[config.mk]
export PLATFORM = sky130hd
export DESIGN_NAME = fetch_unit_flat
export DESIGN_NICKNAME = d
export VERILOG_FILES = /design/src/rtl/fetch_unit_if.sv /design/src/rtl/fetch_unit.sv /design/src/flat_wrapper.sv
export SDC_FILE = /design/constraint.sdc
export NUM_CORES = 1
export LEC_CHECK = 0
export BUFFER_PORTS_ARGS = -buffer_cell sky130_fd_sc_hd__buf_2
export CORE_ASPECT_RATIO = 1.2
export CORE_UTILIZATION = 50
export DETAILED_ROUTE_END_ITERATION = 8
export MAX_ROUTING_LAYER = met4
export PLACE_DENSITY = 0.71
export SETUP_SLACK_MARGIN = 0.02
export SLEW_MARGIN = 20
export SYNTH_ARGS = -nofsm -noshare
export SYNTH_HDL_FRONTEND = slang
export SYNTH_SLANG_ARGS = --single-unit
[constraint.sdc]
create_clock -name clk -period 9.65 [get_ports clk]
set_input_delay 1.93 -clock clk [delete_from_list [all_inputs] [get_ports clk]]
set_output_delay 1.93 -clock clk [all_outputs]
set_load 0.01 [all_outputs]
[src/rtl/fetch_unit_if.sv]
// fetch_unit_if: instruction-memory request/response bus.
//   master (fetch side): drives imem_req_valid/imem_req_addr, samples
//                        imem_req_ready, imem_rsp_valid, imem_rsp_data.
//   slave  (memory side): the reverse.
// Responses return in request order, one per cycle at most, with no backpressure.
interface fetch_unit_if;
    logic        imem_req_valid;
    logic [31:0] imem_req_addr;
    logic        imem_req_ready;
    logic        imem_rsp_valid;
    logic [31:0] imem_rsp_data;

    modport master (
        output imem_req_valid,
        output imem_req_addr,
        input  imem_req_ready,
        input  imem_rsp_valid,
        input  imem_rsp_data
    );

    modport slave (
        input  imem_req_valid,
        input  imem_req_addr,
        output imem_req_ready,
        output imem_rsp_valid,
        output imem_rsp_data
    );
endinterface

[src/rtl/fetch_unit.sv]
// fetch_unit: instruction-fetch control between the PC register and IF/ID.
// Issues in-order fetches to instruction memory, pairs each response with its
// address and buffers {PC, instruction} in a DEPTH-entry queue toward decode.
// EX redirects flush the queue and discard responses still in flight.
// Ports:
//   clk, rst                    clock, synchronous active-high reset
//   PC / PC_Next                current fetch PC / next value for the PC register
//   imem                        memory request/response bus (master side)
//   redirect_valid/_target      EX-stage branch/jump redirect
//   InstrD, PCD, PCPlus4D       head entry toward decode
//   valid_d / ready_d           decode handshake
module fetch_unit #(
    parameter int unsigned DEPTH = 4
) (
    input  logic                clk,
    input  logic                rst,
    input  logic [31:0]         PC,
    output logic [31:0]         PC_Next,
    fetch_unit_if.master        imem,
    input  logic                redirect_valid,
    input  logic [31:0]         redirect_target,
    output logic [31:0]         InstrD,
    output logic [31:0]         PCD,
    output logic [31:0]         PCPlus4D,
    output logic                valid_d,
    input  logic                ready_d
);
    localparam int unsigned PtrW = $clog2(DEPTH);
    localparam int unsigned CntW = PtrW + 1;

    // Address FIFO: one entry per outstanding request, stale ones included.
    logic [31:0]     af_mem [DEPTH];
    logic [PtrW-1:0] af_wr_q, af_wr_d, af_rd_q, af_rd_d;
    logic [CntW-1:0] outstanding_q, outstanding_d;
    logic [CntW-1:0] drop_cnt_q, drop_cnt_d;

    // Decode queue.
    logic [31:0]     q_addr [DEPTH];
    logic [31:0]     q_data [DEPTH];
    logic [PtrW-1:0] head_q, head_d, tail_q, tail_d;
    logic [CntW-1:0] count_q, count_d;

    logic [CntW:0]   credit_used;
    logic            fire, rsp, discard, enq, deq, has_head;

    always_comb begin
        // Credits cover both in-flight requests and queued entries, so the
        // queue can never be asked to take a response it has no room for.
        credit_used         = {1'b0, outstanding_q} + {1'b0, count_q};
        imem.imem_req_valid = !rst && !redirect_valid && (credit_used < (CntW + 1)'(DEPTH));
        imem.imem_req_addr  = PC;
        fire                = imem.imem_req_valid && imem.imem_req_ready;
        rsp                 = imem.imem_rsp_valid;
        discard             = redirect_valid || (drop_cnt_q != '0);
        enq                 = rsp && !discard;
        has_head            = (count_q != '0);
        valid_d             = has_head && !redirect_valid;
        deq                 = valid_d && ready_d;

        if (rst) begin
            PC_Next = 32'h0;
        end else if (redirect_valid) begin
            PC_Next = {redirect_target[31:2], 2'b00};
        end else if (fire) begin
            PC_Next = PC + 32'd4;
        end else begin
            PC_Next = PC;
        end

        af_wr_d       = af_wr_q + PtrW'(fire);
        af_rd_d       = af_rd_q + PtrW'(rsp);
        outstanding_d = outstanding_q + CntW'(fire) - CntW'(rsp);

        // Everything in flight at a redirect is stale; a response arriving in
        // the redirect cycle itself is dropped right away and not counted.
        if (redirect_valid) begin
            drop_cnt_d = outstanding_q - CntW'(rsp);
        end else if (rsp && (drop_cnt_q != '0)) begin
            drop_cnt_d = drop_cnt_q - CntW'(1);
        end else begin
            drop_cnt_d = drop_cnt_q;
        end

        if (redirect_valid) begin
            head_d  = '0;
            tail_d  = '0;
            count_d = '0;
        end else begin
            head_d  = head_q + PtrW'(deq);
            tail_d  = tail_q + PtrW'(enq);
            count_d = count_q + CntW'(enq) - CntW'(deq);
        end

        // Gated so the head reads as zero while the queue is empty (incl. reset).
        InstrD   = has_head ? q_data[head_q] : 32'h0;
        PCD      = has_head ? q_addr[head_q] : 32'h0;
        PCPlus4D = has_head ? (q_addr[head_q] + 32'd4) : 32'h0;
    end

    always_ff @(posedge clk) begin
        if (rst) begin
            af_wr_q       <= '0;
            af_rd_q       <= '0;
            outstanding_q <= '0;
            drop_cnt_q    <= '0;
            head_q        <= '0;
            tail_q        <= '0;
            count_q       <= '0;
        end else begin
            af_wr_q       <= af_wr_d;
            af_rd_q       <= af_rd_d;
            outstanding_q <= outstanding_d;
            drop_cnt_q    <= drop_cnt_d;
            head_q        <= head_d;
            tail_q        <= tail_d;
            count_q       <= count_d;
        end
    end

    // Storage arrays carry no reset; validity is tracked by the counters.
    always_ff @(posedge clk) begin
        if (fire) begin
            af_mem[af_wr_q] <= PC;
        end
        if (enq && !rst) begin
            q_addr[tail_q] <= af_mem[af_rd_q];
            q_data[tail_q] <= imem.imem_rsp_data;
        end
    end

    assert property (@(posedge clk) disable iff (rst) !(enq && (count_q == CntW'(DEPTH))));
endmodule

[src/flat_wrapper.sv]
// flat-port wrapper written by rule: the top's interface ports become plain ports
module fetch_unit_flat 
#(
    parameter int unsigned DEPTH = 4
)
  (clk, rst, PC, PC_Next, redirect_valid, redirect_target, InstrD, PCD, PCPlus4D, valid_d, ready_d, imem_imem_req_valid, imem_imem_req_addr, imem_imem_req_ready, imem_imem_rsp_valid, imem_imem_rsp_data);
  fetch_unit_if imem_i ();
  input  logic clk;
  input  logic rst;
  input  logic [31:0] PC;
  output logic [31:0] PC_Next;
  input  logic redirect_valid;
  input  logic [31:0] redirect_target;
  output logic [31:0] InstrD;
  output logic [31:0] PCD;
  output logic [31:0] PCPlus4D;
  output logic valid_d;
  input  logic ready_d;
  output wire logic [$bits(imem_i.imem_req_valid)-1:0] imem_imem_req_valid;
  output wire logic [$bits(imem_i.imem_req_addr)-1:0] imem_imem_req_addr;
  input wire logic [$bits(imem_i.imem_req_ready)-1:0] imem_imem_req_ready;
  input wire logic [$bits(imem_i.imem_rsp_valid)-1:0] imem_imem_rsp_valid;
  input wire logic [$bits(imem_i.imem_rsp_data)-1:0] imem_imem_rsp_data;
  assign imem_imem_req_valid = imem_i.imem_req_valid;
  assign imem_imem_req_addr = imem_i.imem_req_addr;
  assign imem_i.imem_req_ready = imem_imem_req_ready;
  assign imem_i.imem_rsp_valid = imem_imem_rsp_valid;
  assign imem_i.imem_rsp_data = imem_imem_rsp_data;
  fetch_unit #(.DEPTH(DEPTH)) u_core (.clk(clk), .rst(rst), .PC(PC), .PC_Next(PC_Next), .imem(imem_i), .redirect_valid(redirect_valid), .redirect_target(redirect_target), .InstrD(InstrD), .PCD(PCD), .PCPlus4D(PCPlus4D), .valid_d(valid_d), .ready_d(ready_d));
endmodule
==> results.sh <==
export IMPL_area_growth_synth_to_final_pct=15.5
export IMPL_htree_levels=2
export IMPL_min_period_ps=6670
export IMPL_grtUsageMet1_pct=28.1
export IMPL_cts_clk_slew_worst_paths_ps=60
export IMPL_grt_busiest_layer="met2"
export IMPL_intPower_mw=2.89
export IMPL_seq_power_share_pct=53.5
export IMPL_met2_usage_pct=35.5
export IMPL_power_density_nw_per_um2=183
export IMPL_drtIter0Drc=730
export IMPL_p_clk_share_pct=38.4
export IMPL_cts_resized=0
export IMPL_crit_top_cell="buf_2"
export IMPL_synthXorXnorAreaFrac_pct=1.71
export IMPL_fin_hold_ws_ps=581
export IMPL_gr_usage_all_layers_pct=21.6
export IMPL_hold_viol=0
export IMPL_syn_avg_cell_area_um2=17.0
export IMPL_synth_compound_area_share_pct=3.30
export IMPL_cp_cell_sequence="buf_2 -> nor3_1 -> nand4_2 -> inv_2 -> nand4_1 -> or3_1 -> a311oi_1 -> buf_2"
export IMPL_async_reset_ff_share_pct=0
export IMPL_synth_adder_area_share_pct=1.38
export IMPL_outcome="complete, no violations"
export IMPL_netlist_instances=1023
export IMPL_pin_count=264
export IMPL_cp_start_kind="input port"
export IMPL_cpPeakStageDelay_ps=460
export IMPL_grt_util_met3_pct=3.58
export IMPL_p_sw_share_pct=21.6
export IMPL_wire_per_inst_um=20.9
export IMPL_synth_warnings=0
export IMPL_worst_pin_slew_ps=1060
export IMPL_io_buffers=261
export IMPL_die_x_um=172
export IMPL_antenna_left=0
export IMPL_synth_top_family_by_area="multiplexers"
export IMPL_holdCritPathClass="flip-flop to flip-flop"
export IMPL_combPwrFrac_pct=8.1
export IMPL_gr_total_overflow=0
export IMPL_synthSimpleGateAreaFrac_pct=9.16
export IMPL_drc=0
export IMPL_grt_start_max_net_pins=66
export IMPL_worstPathRequired_ps=7720
export IMPL_numCtsBuffers=38
export IMPL_core_um2=34200
export IMPL_final_max_slew_viol_count=0
export IMPL_setup_viol=0
export IMPL_holdBufCountCts=0
export IMPL_clock_root_buffer="clkbuf_16"
export IMPL_skew_ps=20.5
export IMPL_synth_seq_cells=401
export IMPL_p_leak_nw=7.04
export IMPL_dpl_hpwl_um=23200
export IMPL_die_h_um=206
export IMPL_syn_nets=1143
export IMPL_vias=9830
export IMPL_slew_headroom_pct=29.6
export IMPL_die_area_um2=35500
export IMPL_antenna_found_initial=1
export IMPL_gp_congestion=0.826
export IMPL_synth_mux_area_share_pct=12.6
export IMPL_fin_setup_tns_ps=0
export IMPL_cp_max_fo=38
export IMPL_drive_gt1_share_pct=34.8
export IMPL_start_util_pct=50.9
export IMPL_p_sw_mw=0.793
export IMPL_drv_cap=0
export IMPL_slowest_stage="or3_1"
export IMPL_synth_cell_area_um2=17400
export IMPL_cts_setup_buffers=0
export IMPL_clk_latency_ps=530
export IMPL_grt_pass1_wl_um=55500
export IMPL_rows=74
export IMPL_routed_wl_um=36300
export IMPL_drtPass1Iterations=7
export IMPL_synth_edf_count=384
export IMPL_irDropWorstVdd_uv=93.3
export IMPL_cts_tree="yes"
export IMPL_fmax_mhz=150
export IMPL_ys_flop_type="edfxtp_1"
export IMPL_ys_seq_area_share_pct=68.2
export IMPL_arrival_ps=4740
export IMPL_crit_type="input port to output port"
export IMPL_synthDistinctLibCells=55
export IMPL_grt_setup_unrepaired="no"
export IMPL_end_kind="output port"
export IMPL_vias_per_cell=5.66
export IMPL_grt_pass1_vias=9897
export IMPL_cts_path_max_buffers=3
export IMPL_cts_sinks=401
export IMPL_layout_nets=1375
export IMPL_post_route_period_util_pct=69.2
==> final cells by class <==
cell class	count	area, um2
Fill cell	2630	14100
Sequential cell	401	11900
Multi-Input combinational cell	508	4940
Timing Repair Buffer	274	1400
Clock buffer	47	995
Tap cell	456	571
Clock inverter	18	181
Inverter	32	120
Antenna cell	1	2.50
==> per-layer routing <==
layer / routed length (um) / vias up
met5: 0 / -
met4: 567 / 0
met3: 2280 / 50
met2: 18000 / 366
met1: 15500 / 4931
li1: - / 4483
==> per-stage QoR <==
step	setup WS, ps	std cells	power [mW]	instance area [um2]	utilization [%]
3_3_place_gp	2930	1671	2.30	18900	55.4
5_1_grt	2720	1737	3.81	20100	58.8
4_1_cts	2950	1736	3.71	20100	58.8
6_report	2980	1737	3.68	20100	58.8
3_5_place_dp	2970	1671	2.31	18900	55.4
2_1_floorplan	2040	1023	2.19	17400	-
==> worst paths after layout <==
path | from | endpoint | slack, ps | depth (start not counted)
min | u_core.count_q[2] | u_core.count_q[2] | 580 | 2
min reg2reg | u_core.count_q[2] | u_core.count_q[2] | 580 | 2
max reg2reg | u_core.count_q[2] | u_core.count_q[2] | 6830 | 11
max | rst | PC_Next[18] | 2980 | 8
==> cell usage in the layout, fill, tap and decap left out, types with 13 or more instances in the layout <==
master,synthesis,routed
xnor2_1,21,21
nand3_1,21,21
ha_1,16,16
edfxtp_1,384,384
nand4_1,17,17
buf_4,36,13
dfxtp_1,17,14
nand2_1,35,35
and2_1,71,71
clkbuf_16,0,38
nor2_1,56,53
a211oi_1,17,17
xor2_1,13,13
buf_2,8,261
a21oi_1,22,22
or4_1,17,17
mux4_2,89,89
inv_1,30,30
o21ai_0,14,14
==> registers in the layout, summed over array words and instances, names as in the netlist <==
name	count
u_core.count_q	3
u_core.tail_q	2
u_core.head_q	2
u_core.q_data	128
u_core.af_wr_q	2
u_core.outstanding_q	3
u_core.drop_cnt_q	3
u_core.af_rd_q	2
u_core.q_addr	128
u_core.af_mem	128
==> power groups by stage <==
stage                     clock [mW]  sequential (mW)  combinational, mW
after detailed placement           0             2.01              0.300
after floorplan                    0             2.00              0.189
final                           1.41             1.97              0.298
after global routing            1.50             1.97              0.332
after CTS                       1.44             1.97              0.301
after global placement             0             2.00              0.294
==> cell families (layout without fill, tap and decap cells) <==
family	after synthesis	in the layout
DFF	401	401
and+or+nand+nor	274	274
buffers and inverters	114	371
muxes	97	97
AOI/OAI and AO/OA	85	85
xor gates and xnor gates	34	34
adders and majority gates	18	18
other	0	1
==> cells in the mapped netlist, drive strengths merged, types with 11 or more instances <==
cell type,instances,area (um2)
nand4,21,183
and2,72,452
a211oi,17,128
xor2,13,114
mux4,96,2190
nand3,21,105
dfxtp,17,340
and3,11,70.1
edfxtp,384,11500
a21oi,22,110
inv,32,120
xnor2,21,184
nor2,56,210
clkbuf,27,101
ha,16,200
nand2,35,131
or4,17,128
o31ai,12,90.1
o21ai,14,70.1
buf,55,398
==> critical path: cells and delay by family <==
kind	cells	cell delay (ps)
and+or+nand+nor	4	1550
buffers and inverters	3	900
AOI/OAI and AO/OA	1	350
Power figures use the tool's default switching activity.
